$ cat src/rtl/syncfifo_prog.sv
// Single-clock FIFO with occupancy count, programmable almost-full/almost-empty
// thresholds, optional first-word-fall-through read and sticky error flags.
module syncfifo_prog #(
  parameter int WIDTH    = 8,
  parameter int DEPTH    = 16,
  parameter int FWFT     = 0,
  parameter int AF_LEVEL = DEPTH - 2,
  parameter int AE_LEVEL = 2
) (
  input  logic                       clk,
  input  logic                       reset_n,
  input  logic                       wr_en,
  input  logic [WIDTH-1:0]           din,
  input  logic                       rd_en,
  output logic [WIDTH-1:0]           dout,
  output logic                       full,
  output logic                       empty,
  output logic                       almost_full,
  output logic                       almost_empty,
  output logic [$clog2(DEPTH):0]     count,
  output logic                       overflow,
  output logic                       underflow,
  input  logic                       clr_err
);

  localparam int AW = $clog2(DEPTH);
  localparam int PW = AW + 1;
  localparam int CW = AW + 1;

  logic [WIDTH-1:0] mem [DEPTH];
  logic [PW-1:0]    wrPtr_q, wrPtr_d;
  logic [PW-1:0]    rdPtr_q, rdPtr_d;
  logic [CW-1:0]    count_q, count_d;
  logic [WIDTH-1:0] rdData_q, rdData_d;
  logic             overflow_q, overflow_d;
  logic             underflow_q, underflow_d;
  logic             wrAccept, rdAccept;
  logic [WIDTH-1:0] headWord;

  assign full         = (count_q == CW'(DEPTH));
  assign empty        = (count_q == '0);
  assign almost_full  = (count_q >= CW'(AF_LEVEL));
  assign almost_empty = (count_q <= CW'(AE_LEVEL));
  assign count        = count_q;
  assign overflow     = overflow_q;
  assign underflow    = underflow_q;

  assign wrAccept = wr_en && !full;
  assign rdAccept = rd_en && !empty;
  assign headWord = mem[rdPtr_q[AW-1:0]];

  // rdData_q holds the last popped word in both modes; FWFT shows the head instead while non-empty
  always_comb begin
    wrPtr_d     = wrPtr_q;
    rdPtr_d     = rdPtr_q;
    count_d     = count_q;
    rdData_d    = rdData_q;
    overflow_d  = overflow_q;
    underflow_d = underflow_q;
    if (wrAccept) wrPtr_d = wrPtr_q + PW'(1);
    if (rdAccept) begin
      rdPtr_d  = rdPtr_q + PW'(1);
      rdData_d = headWord;
    end
    case ({wrAccept, rdAccept})
      2'b10:   count_d = count_q + CW'(1);
      2'b01:   count_d = count_q - CW'(1);
      default: count_d = count_q;
    endcase
    if (clr_err) begin
      overflow_d  = 1'b0;
      underflow_d = 1'b0;
    end
    if (wr_en && full)  overflow_d  = 1'b1;
    if (rd_en && empty) underflow_d = 1'b1;
  end

  always_ff @(posedge clk) begin
    if (!reset_n) begin
      wrPtr_q     <= '0;
      rdPtr_q     <= '0;
      count_q     <= '0;
      rdData_q    <= '0;
      overflow_q  <= 1'b0;
      underflow_q <= 1'b0;
    end else begin
      wrPtr_q     <= wrPtr_d;
      rdPtr_q     <= rdPtr_d;
      count_q     <= count_d;
      rdData_q    <= rdData_d;
      overflow_q  <= overflow_d;
      underflow_q <= underflow_d;
    end
  end

  always_ff @(posedge clk) begin
    if (reset_n && wrAccept) mem[wrPtr_q[AW-1:0]] <= din;
  end

  generate
    if (FWFT != 0) begin : gFwft
      assign dout = empty ? rdData_q : headWord;
    end else begin : gStd
      assign dout = rdData_q;
    end
  endgenerate

endmodule

$ cat config.mk
export PLATFORM = sky130hd
export DESIGN_NAME = syncfifo_prog
export DESIGN_NICKNAME = d
export VERILOG_FILES = /design/src/rtl/syncfifo_prog.sv
export SDC_FILE = /design/constraint.sdc
export NUM_CORES = 1
export LEC_CHECK = 0
export CORE_MARGIN = 1.5
export CORE_UTILIZATION = 40
export DETAILED_ROUTE_END_ITERATION = 8
export PLACE_DENSITY = 0.65
export SLEW_MARGIN = 25
export SYNTH_ARGS = -nofsm -noshare
export SYNTH_HDL_FRONTEND = slang
export SYNTH_SLANG_ARGS = --single-unit
$ cat constraint.sdc
create_clock -name clk -period 2.8 [get_ports clk]
set_clock_uncertainty 0.1 [all_clocks]
set_input_delay 0.84 -clock clk [delete_from_list [all_inputs] [get_ports clk]]
set_output_delay 0.84 -clock clk [all_outputs]
set_load 0.1 [all_outputs]
==> impl_summary.md <==
Floorplan
The die covers 16,000 um2. Measured along the x axis, the die boundary spans 126 um. In this run the vertical extent of the chip is 126 um. The initial core utilization is 0.415.

The floorplan step defined a core boundary enclosing 14,700 um2. The number of standard-cell rows in the floorplan is 44. The I/O pin count is 32.

Placement
The count of port buffers added during placement is 31. The wire-length estimate of the detail-placed layout is 8100 um. The placed cell area is 6810 um2. The congestion estimate from routability-driven global placement came to 0.767.

Global routing
Entering global routing, the biggest net connects 50 pins. The all-layer global routing usage is 0.166. The number of global-route vias before repair came to 3,394. The first global-routing pass estimated 19,100 um of wire. The number of antenna violations at the first check in global routing is 0. For this run the aggregate overflow at the end of global routing stands at 0.

Timing
The number of setup violations in the final report is 0. Headroom to the max-slew limit came out at 0.548. For the pin with the worst max-slew slack, the measured transition is 677 ps. For this run, the top clock speed supported by timing is 369 MHz. Setup repair after global routing left no endpoint under its margin. The worst path in the final design needs a cycle of 2710 ps, including I/O delays and setup. The number of hold violations in the final report was 0. The number of max-slew violations in the final report is 0.

Dividing the final minimum period by the clock period gives 0.969.

Synth
The share of flip-flops with an asynchronous set or reset after synthesis is 0. The combinational family with the most area after synthesis is multiplexers. The adder and majority gate portion of the synthesized area is 0.0218. Synthesis produced a netlist with a net count of 392. In this run, synthesis produced a sequential element count of 151. Ranked by instance count, the synthesized netlist is headed by edfxtp_1 (128), mux2i_1 (36), nor2_1 (27), dfxtp_1 (23). Of the total synthesized cell area, the portion taken by AND, OR, NAND and NOR gates is 0.0552.

Yosys attributes the largest share of cell area to edfxtp_1 (63%), dfxtp_1 (7.6%), mux2i_1 (5.9%), mux4_2 (5.9%), ha_1 (1.8%). The share of synthesized area in the top cell type comes to 0.631. Counting distinct cell types in the post-synthesis netlist gives 41.

The area fraction in compound gates after synthesis is 0.0651. The most common cell in the synthesized netlist is edfxtp_1. The share of synthesized area occupied by flip-flops and latches is 0.706. Measured against the total synthesized area, the mux share comes to 0.118. For this run, the leading register cell type out of synthesis is edfxtp_1. During synthesis, Yosys emitted a total of 0 warnings.

The dominant cell type by area after synthesis is edfxtp_1. The area share of xor/xnor cells in the synthesized design is 0.0115. The netlist area before placement is 6100 um2.

The number of flops mapped to enable cells by yosys is 128. The post-synthesis cell count is 369. The synthesized area divided by synthesized cell count is 16.5 um2.

Final layout
Summing all non-filler instances in the final layout gives an area of 7400 um2. 0 antenna diodes ended up in the layout. Of the cells placed in the final design, the portion with a size suffix greater than 1 is 0.246. The layout net count is 454. Relative to the synthesized area, the layout overhead comes to 21.4%. The count of filler cells inserted in the layout is 1,201.

Clocking
At the later pin of the worst-skew pair, clock insertion delay measures 420 ps. Clock-pin slew was measured on the worst setup and hold paths at 50 ps. For this design, the CTS-stage hold fixing added 0 buffers.

The library cell used as clock root buffer is clkbuf_16. The H-tree was split into 4 levels. The clock tree from TritonCTS is yes. The number of buffers created by CTS is 17. The post-CTS repair timing setup buffer count is 0.

The number of clock sinks is 151. After clock tree synthesis, the repair step resized 0 gates. The maximum number of buffers from clock root to sink is 2.

Critical path
The worst setup path endpoint is full. The required time of the critical path is 1860 ps. STA classifies the critical path endpoint as an output port.

The standard cell with the maximum stage delay on the critical path is or3_1. The arrival time of the worst setup path is 1770 ps. Counting cells, the worst reg-to-reg path comes to 9. The launch point of the worst reg-to-reg path is count[1]. The worst setup path is launched from a flop. Of all nets on the critical path, the largest fanout is 7. The worst register-to-register path ends at count[4]. The start point of the critical path is count[1].

The register-to-register path setup slack is 310 ps. The delay contributed by the slowest stage of the critical path is 430 ps. By startpoint and endpoint, the worst setup path is classified as reg2out. Walking the worst path, the cells encountered are or3_1, buf_4, nor2_2, buf_12.

Detailed routing
The via count is 3,311. The first detailed-routing pass took 5 iterations. After detailed routing, the number of remaining DRC violations is 0. The detailed-route vias per instance is 5.28. The count of nets left with antenna violations once routing finished came out at 0. The number of violations reported at the end of detailed-routing iteration 0 is 312. Dividing the detail-routed wire length by the instance count gives 19.8 um. After detailed routing, the total wire length is 12,400 um.

Power
The share of total power dissipated in sequential elements is 0.367. After layout, the design draws a total of 7.45 mW. The internal power of the cells totals 4.87 mW. Of the total power, the share spent switching nets is 0.347. Of the total power, the clock network draws 0.308. Summed over all nets, the switching power comes to 2.58 mW.

Of the total power, combinational logic draws 0.326. The power density over the cells is 1010 nW/um2. IR analysis of the VDD net gives a maximum drop of 0.754 mV. The standby leakage power is 2.47 nW.

Outcome
The flow ran to the end, and the final reports show no timing, DRC or antenna violations.

Flow run
Max-cap violations in this run came to 0.

Min path
The worst min-delay path category is reg2reg.
[kinds of logic (layout without fill, tap and decap cells)]
| family | count (synthesis) | after routing |
|---|---|---|
| buffers and inverters | 23 | 97 |
| AOI/OAI and AO/OA | 58 | 58 |
| DFF | 151 | 151 |
| and+or+nand+nor | 67 | 67 |
| xor gates and xnor gates | 8 | 8 |
| muxes | 52 | 52 |
| adders and majority gates | 10 | 10 |
[layout make-up]
cell class | count | area, um2 | share of cell area
flip-flops and latches | 151 | 4320 | 0.584
multi-input cells | 195 | 1690 | 0.229
repair buffers | 63 | 553 | 0.0747
clock buffers | 21 | 440 | 0.0595
well taps | 184 | 230 | 0.0311
clock inverters | 10 | 154 | 0.0208
inverters | 3 | 11.3 | 0.00152
[worst min-delay path by stage]
stage	start	end	slack [ps]	cells past startpoint
floorplan	wrPtr_q[1]	wrPtr_q[1]	380	2
global placement	count[4]	count[4]	380	2
detailed placement	count[4]	count[4]	400	2
CTS	count[4]	count[4]	410	2
global route	wrPtr_q[1]	wrPtr_q[1]	450	2
finish	count[4]	count[4]	410	2
[power by group through the flow]
stage          combinational (mW)  clock [mW]  sequential (mW)
2_1_floorplan                1.18           0             3.37
3_3_place_gp                 2.40           0             2.77
3_5_place_dp                 2.44           0             2.78
4_1_cts                      2.45        2.33             2.74
5_1_grt                      2.55        2.42             2.75
6_report                     2.43        2.29             2.73
[per-stage QoR]
step / worst slack (ps) / TNS, ps / util / instances / hold slack [ps]
after floorplan: -34.5 / -34.5 / - / 369 / 380
after global placement: -130 / -225 / 0.463 / 596 / 381
after detailed placement: -175 / -335 / 0.463 / 596 / 397
after CTS: 54.0 / 0 / 0.503 / 627 / 408
after global routing: 8.65 / 0 / 0.503 / 627 / 448
final: 87.1 / 0 / 0.503 / 627 / 405
[placed cells by master (no fill, tap or decap), types with 4 or more instances in the layout]
master             n
clkdlybuf4s50_1   12
and2_1             7
nand2_1            7
dfxtp_1           17
edfxtp_1         128
clkbuf_16         17
a31oi_1            8
o22ai_1           16
nand3_1            4
nor2b_1            9
o21ai_0            9
clkbuf_1           4
mux4_2            16
a22oi_1            8
ha_1               8
nor2_1            25
buf_4             47
mux2i_1           36
xnor2_1            6
bufinv_16          4
buf_12             4
[critical path: cells and delay by family (launching register included)]
kind	cells	cell delay [ps]
AND/OR/NAND/NOR	2	600
flip-flops	1	370
buffers and inverters	2	390
[sequential cells by signal (all words and copies together) (netlist names)]
name	flops
wrPtr_q	4
overflow	1
count	5
mem	128
dout	8
rdPtr_q	4
underflow	1
[routing by layer]
layer  vias to the layer above  GRT usage  wire length, um
met5                         -          0                0
met4                         0     0.0642              178
met3                        13     0.0460              726
met2                        97      0.253             5930
met1                      1640      0.226             5570
li1                       1561          -                -
(Power assumes the default switching activity.)
